File: src/rtl/fpu.sv
// rtl/fpu.sv - two-stage binary32 adder; FPU_ROUND_NEAREST_EN selects RNE, else truncation
module fpu (
    input  logic        clock_100Khz,
    input  logic        reset,
    input  logic [31:0] Op_A_in,
    input  logic [31:0] Op_B_in,
    output logic [31:0] data_out,
    output logic [3:0]  status_out
);

    localparam logic [3:0] ST_EXACT     = 4'b0001;
    localparam logic [3:0] ST_OVERFLOW  = 4'b0010;
    localparam logic [3:0] ST_UNDERFLOW = 4'b0100;
    localparam logic [3:0] ST_INEXACT   = 4'b1000;

    logic [7:0]  exp_a, exp_b, exp_big, exp_small, shift_amt;
    logic [23:0] man_a, man_b, man_big, man_small;
    logic        a_is_big;
    logic [49:0] shifted;
    logic [26:0] small_field;

    // exp=0 operands (zeros and denormals) contribute nothing
    assign exp_a = Op_A_in[30:23];
    assign exp_b = Op_B_in[30:23];
    assign man_a = (exp_a == 8'd0) ? 24'd0 : {1'b1, Op_A_in[22:0]};
    assign man_b = (exp_b == 8'd0) ? 24'd0 : {1'b1, Op_B_in[22:0]};

    assign a_is_big  = {exp_a, man_a} >= {exp_b, man_b};
    assign exp_big   = a_is_big ? exp_a : exp_b;
    assign exp_small = a_is_big ? exp_b : exp_a;
    assign man_big   = a_is_big ? man_a : man_b;
    assign man_small = a_is_big ? man_b : man_a;
    assign shift_amt = exp_big - exp_small;

    // small field: 24 mantissa bits, guard, round, then sticky collecting everything shifted past
    assign shifted     = {man_small, 26'd0} >> shift_amt;
    assign small_field = (shift_amt >= 8'd26) ? {26'd0, |man_small}
                                              : {shifted[49:24], |shifted[23:0]};

    logic        s1_valid, s1_inf, s1_inf_sign, s1_sign, s1_sub;
    logic [7:0]  s1_exp;
    logic [23:0] s1_man_big;
    logic [26:0] s1_small;

    always_ff @(posedge clock_100Khz or negedge reset) begin
        if (!reset) begin
            s1_valid    <= 1'b0;
            s1_inf      <= 1'b0;
            s1_inf_sign <= 1'b0;
            s1_sign     <= 1'b0;
            s1_sub      <= 1'b0;
            s1_exp      <= 8'd0;
            s1_man_big  <= 24'd0;
            s1_small    <= 27'd0;
        end else begin
            s1_valid    <= 1'b1;
            s1_inf      <= (exp_a == 8'hFF) || (exp_b == 8'hFF);
            s1_inf_sign <= (exp_a == 8'hFF) ? Op_A_in[31] : Op_B_in[31];
            s1_sign     <= a_is_big ? Op_A_in[31] : Op_B_in[31];
            s1_sub      <= Op_A_in[31] ^ Op_B_in[31];
            s1_exp      <= exp_big;
            s1_man_big  <= man_big;
            s1_small    <= small_field;
        end
    end

    logic [27:0]       sum;
    logic [26:0]       dif, norm;
    logic [4:0]        lzc;
    logic signed [9:0] exp_pre, exp_fin;
    logic              round_up;
    logic [24:0]       mant_rnd;
    logic [22:0]       mant_fin;
    logic [31:0]       res_data;
    logic [3:0]        res_status;

    always_comb begin
        sum = {1'b0, s1_man_big, 3'b000} + {1'b0, s1_small};
        dif = {s1_man_big, 3'b000} - s1_small;
        lzc = 5'd0;
        for (int i = 0; i < 27; i++) begin
            if (dif[i]) lzc = 5'(26 - i);
        end

        if (!s1_sub) begin
            if (sum[27]) begin
                norm    = {sum[27:2], sum[1] | sum[0]};
                exp_pre = $signed({2'b00, s1_exp}) + 10'sd1;
            end else begin
                norm    = sum[26:0];
                exp_pre = $signed({2'b00, s1_exp});
            end
        end else begin
            norm    = dif << lzc;
            exp_pre = $signed({2'b00, s1_exp}) - $signed({5'd0, lzc});
        end

`ifdef FPU_ROUND_NEAREST_EN
        round_up = norm[2] & (norm[1] | norm[0] | norm[3]);
`else
        round_up = 1'b0;
`endif
        mant_rnd = {1'b0, norm[26:3]} + {24'd0, round_up};
        if (mant_rnd[24]) begin
            mant_fin = mant_rnd[23:1];
            exp_fin  = exp_pre + 10'sd1;
        end else begin
            mant_fin = mant_rnd[22:0];
            exp_fin  = exp_pre;
        end

        if (s1_inf) begin
            res_data   = {s1_inf_sign, 8'hFF, 23'd0};
            res_status = ST_OVERFLOW;
        end else if (norm == 27'd0) begin
            res_data   = 32'd0;
            res_status = ST_EXACT;
        end else if (exp_fin >= 10'sd255) begin
            res_data   = {s1_sign, 8'hFF, 23'd0};
            res_status = ST_OVERFLOW;
        end else if (exp_fin <= 10'sd0) begin
            res_data   = {s1_sign, 31'd0};
            res_status = ST_UNDERFLOW;
        end else begin
            res_data   = {s1_sign, exp_fin[7:0], mant_fin};
            res_status = (|norm[2:0]) ? ST_INEXACT : ST_EXACT;
        end
    end

    always_ff @(posedge clock_100Khz or negedge reset) begin
        if (!reset) begin
            data_out   <= 32'd0;
            status_out <= 4'b0000;
        end else if (s1_valid) begin
            data_out   <= res_data;
            status_out <= res_status;
        end else begin
            data_out   <= 32'd0;
            status_out <= 4'b0000;
        end
    end

endmodule

File: config.mk
export PLATFORM = sky130hd
export DESIGN_NAME = fpu
export DESIGN_NICKNAME = d
export VERILOG_FILES = /design/src/rtl/fpu.sv
export SDC_FILE = /design/constraint.sdc
export NUM_CORES = 1
export LEC_CHECK = 0
export BUFFER_PORTS_ARGS = -buffer_cell sky130_fd_sc_hd__buf_4
export CAP_MARGIN = 5
export CELL_PAD_IN_SITES_DETAIL_PLACEMENT = 0
export CELL_PAD_IN_SITES_GLOBAL_PLACEMENT = 1
export CORE_ASPECT_RATIO = 0.6
export CORE_MARGIN = 2
export CORE_UTILIZATION = 30
export DETAILED_ROUTE_END_ITERATION = 7
export HOLD_SLACK_MARGIN = 0.08
export PLACE_DENSITY_LB_ADDON = 0.1
export SYNTH_ARGS = -nofsm -noshare
export SYNTH_HDL_FRONTEND = slang
export SYNTH_SLANG_ARGS = --single-unit
File: constraint.sdc
create_clock -name clock_100Khz -period 8.5 [get_ports clock_100Khz]
set_clock_uncertainty 0.2 [all_clocks]
set_input_delay 1.7 -clock clock_100Khz [delete_from_list [all_inputs] [get_ports clock_100Khz]]
set_output_delay 1.7 -clock clock_100Khz [all_outputs]
set_load 0.05 [all_outputs]
==> impl_metrics.env, run 1 <==
export IMPL_start_util_pct=30.6
export IMPL_worst_ep_arrival_time_ps=8070
export IMPL_synth_most_common_cell="nand2_1"
export IMPL_fin_nets=1882
export IMPL_yosysTopAreaCell="dfrtp_1"
export IMPL_status="completed"
export IMPL_synth_async_sr_flop_share_pct=100
export IMPL_min_from="s1_sign"
export IMPL_die_width_um=271
export IMPL_r2r_end="data_out[28]"
export IMPL_cp_slowest_cell="a2111oi_0"
export IMPL_row_count=58
export IMPL_synth_main_ff_cell="dfrtp_1"
export IMPL_dr_pass1_iters=5
export IMPL_cp_max_fo=28
export IMPL_ys_ff_latch=100
export IMPL_switching_power_mw=1.78
export IMPL_cts_tree="built"
export IMPL_worstReg2RegStart="s1_man_big[13]"
export IMPL_cpPeakStageDelay_ps=730
export IMPL_whs_endpoint="data_out[31]"
export IMPL_grt_max_degree=55
export IMPL_netlist_top_cells_count="188 x nand2_1, 155 x nor2_1, 106 x a21oi_1, 100 x dfrtp_1"
export IMPL_crit_path_start_kind="input port"
export IMPL_routed_wl_um=52200
export IMPL_drt_initial_drc_count=1362
export IMPL_wire_per_inst_um=22.7
export IMPL_dp_cells=2284
export IMPL_core_area_um2=42000
export IMPL_rsz0062_at_grt="no"
export IMPL_seq_area_frac_synth_pct=19.5
export IMPL_crit_buf_inv=7
export IMPL_synth_top_area_share_pct=19.5
export IMPL_combPwrFrac_pct=69.6
export IMPL_critPathTopFamily="simple AND/OR/NAND/NOR gates"
export IMPL_synth_cell_types=115
export IMPL_grt_pass1_wl_um=79100
export IMPL_drt_vias_per_instance=5.74
export IMPL_hold_depth=2
export IMPL_period_needed_ps=7950
export IMPL_port_buffers=101
export IMPL_htreeDepth=3
export IMPL_postRouteAntennaNets=0
export IMPL_hold_violations=0
export IMPL_worst_path_most_repeated_cell="buf_4"
export IMPL_dr_total_vias=13200
export IMPL_holdCritPathClass="reg -> reg"
export IMPL_regToRegSetupSlack_ps=1250
export IMPL_slew_headroom_pct=22.8
export IMPL_yosys_warnings=0
export IMPL_final_period_utilization_pct=93.6
export IMPL_synthesis_area_um2=12800
export IMPL_postCtsHoldBufs=0
export IMPL_post_cts_buffers=0
export IMPL_instances_no_fill=2300
export IMPL_clk_latency_ps=380
export IMPL_clk_root_buffer_cell="clkbuf_16"
export IMPL_area_growth_pct=14.2
export IMPL_diodes=0
export IMPL_die_area_um2=44500
export IMPL_synth_nets=1807
export IMPL_syn_area_per_cell_um2=7.78
export IMPL_setup_slack_ps=545
export IMPL_critical_path_class="in -> reg"
export IMPL_cellLeakagePower_nw=6.34
export IMPL_synth_edf_count=0
export IMPL_ios=102
export IMPL_cts_resized_gates=0
export IMPL_pwr_share_clk_pct=13.1
export IMPL_cts_sinks=100
export IMPL_internal_power_mw=1.55
export IMPL_num_fill_cells=4491
export IMPL_cts_buffer_depth=2
export IMPL_drc_errors=0
export IMPL_die_h_um=164
export IMPL_grt_use_total_pct=23.5
export IMPL_postSynthCellCount=1650
export IMPL_grt_pass1_vias=12400
export IMPL_reg2reg_depth=17
export IMPL_clkTransAtPathRegs_ps=80
export IMPL_fmax_mhz=126
export IMPL_cp_end_kind="flop"
export IMPL_tightest_slew_ps=1150
export IMPL_grt_ovfl_total=0
export IMPL_antenna_found_initial=1
export IMPL_cts_made_buffers=9
export IMPL_final_layout_size_suffix_gt1_share_pct=16.3
export IMPL_setup_viol=0
export IMPL_dp_hpwl_um=43400
export IMPL_synth_area_leaders="dfrtp_1 19%, ha_1 8.7%, nand2_1 5.5%, nor2_1 4.5%, a21oi_1 4.1%"
export IMPL_slew_viol_final=0
export IMPL_cp_required_ps=8620
export IMPL_p_seq_share_pct=17.3
export IMPL_cap_violations=0
export IMPL_place_ws_ps=249
export IMPL_holdWs_ps=308
export IMPL_tns_ps=0
export IMPL_vdd_drop_max_v=0.0000934
export IMPL_swShare_pct=53.5
export IMPL_gp_congestion=0.958
export IMPL_pwr_density_cell_nw_per_um2=227
area by class of cell:
| type | instances | area (µm²) | area share, % |
|---|---|---|---|
| multi-input combinational | 1360 | 9570 | 65.3 |
| timing repair buffer | 159 | 1220 | 8.31 |
| inverter | 95 | 359 | 2.45 |
| clock buffer | 10 | 239 | 1.63 |
| tap | 570 | 713 | 4.86 |
| clock inverter | 6 | 60.1 | 0.410 |
| sequential | 100 | 2500 | 17.1 |
cell usage in the layout (no fill, tap or decap), types with 7 or more instances in the layout:
cell type | netlist | layout
o22ai_1 | 22 | 22
and3_1 | 7 | 7
clkbuf_16 | 0 | 9
a21o_1 | 32 | 32
nor2_1 | 155 | 153
nor4_1 | 13 | 13
a2111oi_0 | 7 | 7
o21ai_0 | 92 | 92
o211ai_1 | 27 | 27
mux4_2 | 22 | 22
a2bb2oi_1 | 7 | 7
nand3_1 | 43 | 43
xnor2_1 | 47 | 47
o221ai_1 | 8 | 8
o21bai_1 | 14 | 14
buf_4 | 7 | 157
a211oi_1 | 25 | 25
nand4_1 | 29 | 29
xor2_1 | 14 | 13
o21ai_1 | 10 | 10
nand2b_1 | 20 | 20
a211o_1 | 11 | 11
nor2b_1 | 19 | 19
and2_1 | 16 | 16
or3_1 | 19 | 19
o21a_1 | 16 | 16
nand2_1 | 188 | 187
a21oi_1 | 106 | 106
mux2i_1 | 45 | 45
inv_1 | 92 | 92
ha_1 | 89 | 89
mux2_2 | 22 | 22
o31ai_1 | 14 | 13
or4_1 | 8 | 8
nor3_1 | 46 | 46
dfrtp_1 | 100 | 100
power by group through the flow:
stage	Sequential (mW)	Combinational, mW	Clock [mW]
final	0.577	2.31	0.435
after floorplan	0.713	1.41	0
after CTS	0.578	2.25	0.452
after global placement	0.587	2.26	0
after global routing	0.584	2.48	0.468
after detailed placement	0.587	2.24	0
how the worst max path moves through the flow:
| stage | depth (start not counted) | slack (ps) | end | startpoint |
|---|---|---|---|---|
| floorplan | 26 | 720 | s1_small[0] | Op_A_in[24] |
| global placement | 26 | 240 | s1_small[5] | Op_A_in[28] |
| detailed placement | 28 | 250 | s1_small[5] | Op_A_in[28] |
| CTS | 27 | 610 | s1_small[5] | Op_A_in[28] |
| global route | 28 | 100 | s1_small[5] | Op_A_in[28] |
| finish | 28 | 550 | s1_small[5] | Op_A_in[28] |
metrics by stage:
stage               cell area [µm²]  power [mW]  util [%]
floorplan                     12800        2.12         -
global placement              14400        2.85      34.2
detailed placement            14400        2.82      34.2
CTS                           14700        3.28      34.9
global route                  14700        3.54      34.9
finish                        14700        3.33      34.9
worst register-to-register path, stage by stage (launching register included):
cell and delay (ps):
dfrtp_1 390, ha_1 590, nand4_1 440, nor4b_2 500, a22oi_4 160, and2_1 200, a211oi_1 480, a21boi_2 520
a211o_1 510, a21oi_1 130, a21oi_1 390, a2bb2oi_1 290, o311ai_1 330, a211oi_1 590, nand4_1 150, nor4_1 430
nand4_1 430, a32o_1 400
layer usage:
layer  track usage, %  part of all wire, %
met1             39.0                   54
met3             6.67                   10
met5                0                0.017
met2             29.0                   36
met4             2.49                 0.47
logic make-up after synthesis:
family                     after synthesis  share of synthesized area (%)
muxes                                   89                           9.30
AOI/OAI and AO/OA                      512                           28.4
buffers and inverters                  190                           6.16
and+or+nand+nor                        604                           23.1
xor gates and xnor gates                63                           4.50
other                                    1                         0.0292
adders and majority gates               91                           8.99
DFF                                    100                           19.5
flip-flops by register name, indices dropped and copies added (netlist names):
name / flops
data_out: 32
s1_sign: 1
s1_exp: 8
s1_man_big: 24
s1_small: 27
s1_inf: 1
s1_inf_sign: 1
status_out: 4
s1_sub: 1
s1_valid: 1
(Power assumes the default switching activity.)
==> run 2: changes to the inputs <==
--- a/config.mk
+++ b/config.mk
@@ -11,10 +11,10 @@
 export CELL_PAD_IN_SITES_GLOBAL_PLACEMENT = 1
 export CORE_ASPECT_RATIO = 0.6
 export CORE_MARGIN = 2
-export CORE_UTILIZATION = 30
+export CORE_UTILIZATION = 47
 export DETAILED_ROUTE_END_ITERATION = 7
 export HOLD_SLACK_MARGIN = 0.08
-export PLACE_DENSITY_LB_ADDON = 0.1
+export PLACE_DENSITY = 0.89
 export SYNTH_ARGS = -nofsm -noshare
 export SYNTH_HDL_FRONTEND = slang
 export SYNTH_SLANG_ARGS = --single-unit
==> constraint.sdc (replaced) <==
create_clock -name clock_100Khz -period 8.5 [get_ports clock_100Khz]
set_clock_uncertainty 0.2 [all_clocks]
set_input_delay 0.425 -clock clock_100Khz [delete_from_list [all_inputs] [get_ports clock_100Khz]]
set_output_delay 0.425 -clock clock_100Khz [all_outputs]
set_load 0.05 [all_outputs]
==> impl_metrics.env, run 2 (synthesis results as in run 1) <==
export IMPL_dr_pass1_iters=6
export IMPL_row_count=46
export IMPL_largest_reg_flops=32
export IMPL_clk_root_buffer_cell="clkbuf_16"
export IMPL_start_util_pct=48.2
export IMPL_dr_wl_met2_um=16600
export IMPL_drc_errors=0
export IMPL_wire_per_inst_um=22.3
export IMPL_cp_slowest_cell="nor2_2"
export IMPL_cp_required_ps=8520
export IMPL_hold_depth=3
export IMPL_post_route_util_pct=53.5
export IMPL_grt_use_total_pct=32.2
export IMPL_drt_vias_per_instance=6.47
export IMPL_diodes=0
export IMPL_worstReg2RegStart="s1_small[4]"
export IMPL_regToRegSetupSlack_ps=1110
export IMPL_cts_made_buffers=9
export IMPL_post_cts_buffers=0
export IMPL_critical_path_class="in -> reg"
export IMPL_routed_wl_um=46200
export IMPL_final_cell_mix="187 x nand2_1, 153 x nor2_1, 134 x buf_4"
export IMPL_holdWs_ps=116
export IMPL_vdd_drop_max_v=0.000116
export IMPL_core_area_um2=26600
export IMPL_top_regs="data_out x32, s1_small x27, s1_man_big x24"
export IMPL_fin_nets=1861
export IMPL_cp_max_fo=24
export IMPL_port_buffers=101
export IMPL_grt_pass1_wl_um=71800
export IMPL_crit_path_start_kind="input port"
export IMPL_dr_total_vias=13400
export IMPL_slew_headroom_pct=23.3
export IMPL_cpPeakStageDelay_ps=820
export IMPL_clk_latency_ps=370
export IMPL_gp_congestion=1.03
export IMPL_pwr_density_cell_nw_per_um2=230
export IMPL_fmax_mhz=133
export IMPL_finalPower_mw=3.28
export IMPL_grt_max_degree=56
export IMPL_design_area_um2=14200
export IMPL_holdCritPathClass="in -> reg"
export IMPL_tns_ps=0
export IMPL_r2r_end="data_out[20]"
export IMPL_die_area_um2=28700
export IMPL_reg2reg_depth=26
export IMPL_die_h_um=132
export IMPL_slew_viol_final=0
export IMPL_antenna_found_initial=1
export IMPL_clkTransAtPathRegs_ps=70
export IMPL_period_needed_ps=7530
export IMPL_cap_violations=0
export IMPL_wl_met3_um=6020
export IMPL_postRouteAntennaNets=0
export IMPL_hold_violations=0
export IMPL_cts_buffer_depth=2
export IMPL_worstSetupStartpoint="Op_B_in[27]"
export IMPL_final_period_utilization_pct=88.6
export IMPL_die_width_um=217
export IMPL_top_layer_used="met5"
export IMPL_ios=102
export IMPL_met1_length_um=22900
export IMPL_cellLeakagePower_nw=6.23
export IMPL_drt_initial_drc_count=1726
export IMPL_regMostFlops="data_out"
export IMPL_worst_ep_arrival_time_ps=7550
export IMPL_final_common_cell="nand2_1"
export IMPL_grt_pass1_vias=12300
export IMPL_dp_hpwl_um=37600
export IMPL_cts_sinks=100
export IMPL_cts_tree="built"
export IMPL_area_growth_pct=11.0
export IMPL_cp_end_kind="flop"
export IMPL_status="completed"
export IMPL_grt_ovfl_total=0
export IMPL_tightest_slew_ps=1150
export IMPL_endpoint="s1_small[0]"
export IMPL_place_area_um2=13900
export IMPL_rsz0062_at_grt="no"
export IMPL_final_layout_size_suffix_gt1_share_pct=15.0
export IMPL_setup_viol=0
export IMPL_htreeDepth=3
## run 2: changes by cell type in the layout (fill, tap and decap cells not counted), moves of 2 or more
cell / previous run / this run
buf_4: 157 / 134
dlygate4sd3_1: 0 / 4
buf_12: 2 / 0
inv_6: 3 / 0
inv_8: 3 / 1
bufinv_16: 0 / 2
## run 2: critical path: cells and delay by family
kind | cells | cell delay (ps)
mux | 2 | 460
buf+inv | 3 | 600
fa+ha+maj | 2 | 460
simple gates | 9 | 3150
compound gates | 12 | 2430
## run 2: timing repair
action	CTS	global route
resized for setup	0	0
hold buffers	4	0
hold endpoints to repair	47	0
## run 2: worst min-delay path by stage
stage / from / endpoint / slack [ps]
global placement: reset / data_out[19] / 260
floorplan: reset / data_out[0] / -70
CTS: Op_A_in[27] / s1_exp[4] / 110
global route: Op_A_in[28] / s1_exp[5] / 140
finish: Op_A_in[27] / s1_exp[4] / 120
detailed placement: reset / data_out[19] / 290
## run 2: metrics by stage
stage                     worst slack [ps]  cells
final                                  969   2068
after global routing                   395   2068
after CTS                             1130   2068
after detailed placement               752   2049
after global placement                1020   2049
after floorplan                       1990   1650
## run 2: area by class of cell
type | instances | area, µm²
Timing Repair Buffer | 138 | 1050
Multi-Input combinational cell | 1360 | 9560
Inverter | 95 | 359
Clock inverter | 5 | 85.1
Clock buffer | 10 | 239
Tap cell | 360 | 450
Fill cell | 2579 | 12400
Sequential cell | 100 | 2500
## run 2: layer usage
metal  GRT usage [%]  vias to the layer above
met5            3.67                        -
met4            4.79                        2
met3            12.1                       39
met2            39.5                      674
met1            51.6                     6444
li1                -                     6225
## run 2: power breakdown
part	switching, mW	internal (mW)
clock network	0.191	0.266
logic	1.48	0.766
registers	0.0380	0.541
==> run 3: changes to the inputs <==
--- a/config.mk
+++ b/config.mk
@@ -9,7 +9,6 @@
 export CAP_MARGIN = 5
 export CELL_PAD_IN_SITES_DETAIL_PLACEMENT = 0
 export CELL_PAD_IN_SITES_GLOBAL_PLACEMENT = 1
-export CORE_ASPECT_RATIO = 0.6
 export CORE_MARGIN = 2
 export CORE_UTILIZATION = 47
 export DETAILED_ROUTE_END_ITERATION = 7
==> impl_metrics.env, run 3 (synthesis results as in run 1) <==
export IMPL_drt_vias_per_instance=6.42
export IMPL_design_area_um2=14200
export IMPL_gp_congestion=0.988
export IMPL_drc_errors=0
export IMPL_cap_violations=0
export IMPL_clkTransAtPathRegs_ps=70
export IMPL_cpPeakStageDelay_ps=490
export IMPL_place_area_um2=13800
export IMPL_die_area_um2=28700
export IMPL_largest_reg_flops=32
export IMPL_multiInputGateArea_um2=9560
export IMPL_worst_ep_arrival_time_ps=7090
export IMPL_die_width_um=169
export IMPL_cts_resized_gates=0
export IMPL_cellLeakagePower_nw=6.21
export IMPL_core_area_um2=26900
export IMPL_place_ws_ps=1110
export IMPL_grt_pass1_wl_um=68200
export IMPL_clk_latency_ps=350
export IMPL_start_util_pct=47.8
export IMPL_cts_tree="built"
export IMPL_die_h_um=169
export IMPL_cts_sinks=100
export IMPL_critical_path_class="in -> reg"
export IMPL_final_period_utilization_pct=83.4
export IMPL_dr_total_vias=13100
export IMPL_slew_viol_final=0
export IMPL_setup_slack_ps=1410
export IMPL_port_buffers=101
export IMPL_postRouteAntennaNets=0
export IMPL_final_layout_size_suffix_gt1_share_pct=14.9
export IMPL_clk_root_buffer_cell="clkbuf_16"
export IMPL_wire_per_inst_um=21.0
export IMPL_status="completed"
export IMPL_cp_max_fo=20
export IMPL_ios=102
export IMPL_dr_pass1_iters=5
export IMPL_antenna_found_initial=0
export IMPL_tns_ps=0
export IMPL_vdd_drop_max_v=0.000112
export IMPL_rsz0062_at_grt="no"
export IMPL_fin_nets=1857
export IMPL_routed_wl_um=42900
export IMPL_grt_pass1_vias=12500
export IMPL_hold_violations=0
export IMPL_cp_end_kind="flop"
export IMPL_final_common_cell="nand2_1"
export IMPL_crit_path_start_kind="input port"
export IMPL_grt_ovfl_total=0
export IMPL_grt_max_degree=72
export IMPL_holdCritPathClass="in -> reg"
export IMPL_cp_slowest_cell="or4_1"
export IMPL_fmax_mhz=141
export IMPL_tightest_slew_ps=1060
export IMPL_dp_hpwl_um=34600
export IMPL_htreeDepth=3
export IMPL_cts_buffer_depth=2
export IMPL_cp_required_ps=8500
export IMPL_num_fill_cells=2652
export IMPL_grt_use_total_pct=29.9
export IMPL_regMostFlops="data_out"
export IMPL_area_growth_pct=10.5
export IMPL_pwr_density_cell_nw_per_um2=223
export IMPL_period_needed_ps=7090
export IMPL_top_regs="data_out x32, s1_small x27, s1_man_big x24"
export IMPL_diodes=0
export IMPL_row_count=60
export IMPL_post_cts_buffers=0
export IMPL_drt_initial_drc_count=1221
export IMPL_final_cell_mix="187 x nand2_1, 153 x nor2_1, 131 x buf_4"
export IMPL_cts_made_buffers=9
export IMPL_slew_headroom_pct=29.1
export IMPL_setup_viol=0
export IMPL_regArea_um2=2500
run 3: cell types whose count changed in the layout (fill, tap and decap cells not counted):
cell / delta
buf_4: -3
inv_8: +2
bufinv_16: -1
clkbuf_8: -1
clkinv_2: -1
clkinv_4: +1
dlygate4sd3_1: -1
inv_6: +1
run 3: metrics by stage:
stage	hold WS (ps)	util [%]	total power [mW]	instances
4_1_cts	84.1	52.8	3.13	2046
6_report	95.8	52.8	3.17	2046
3_3_place_gp	156	51.5	2.70	2027
2_1_floorplan	-70.6	-	2.12	1650
3_5_place_dp	171	51.5	2.69	2027
5_1_grt	117	52.8	3.36	2046
run 3: worst max-delay path: cells and delay by family:
kind            cells  cell delay, ps
simple gates       10            2910
mux                 2             400
buf+inv             4             640
fa+ha+maj           2             520
compound gates      8            2140
run 3: layer usage:
layer / global-route usage (%) / vias up / share of wire (%)
met1: 40.2 / 6204 / 43
met3: 2.92 / 128 / 6.3
met2: 48.1 / 582 / 45
met4: 14.5 / 0 / 4.9
met5: 0 / - / 0
li1: - / 6224 / -
run 3: report_power, final:
| part | switching (mW) | internal, mW |
|---|---|---|
| sequential | 0.0400 | 0.541 |
| combinational | 1.40 | 0.763 |
| clock | 0.191 | 0.236 |
run 3: worst paths after layout:
path,start,endpoint,slack [ps],cells past startpoint
worst max-delay path,Op_A_in[28],s1_small[0],1410,26
worst min-delay path,Op_B_in[31],s1_sign,100,3
worst max register to register,s1_man_big[13],data_out[6],1570,25
worst min register to register,s1_sign,data_out[31],290,2
max in group asynchronous,reset,s1_small[21],6590,3
min in group asynchronous,reset,data_out[11],310,2
run 3: area by class of cell:
cell class / instances / area share, %
flip-flops and latches: 100 / 17.6
repair buffers: 134 / 7.15
well taps: 341 / 3.01
clock inverters: 7 / 0.635
clock buffers: 9 / 1.59
inverters: 95 / 2.53
multi-input cells: 1360 / 67.4
run 3: repair_timing:
action | CTS | global route
endpoints found under the hold margin | 30 | 0
hold buffers | 3 | 0
endpoints found under the setup margin | 0 | 0
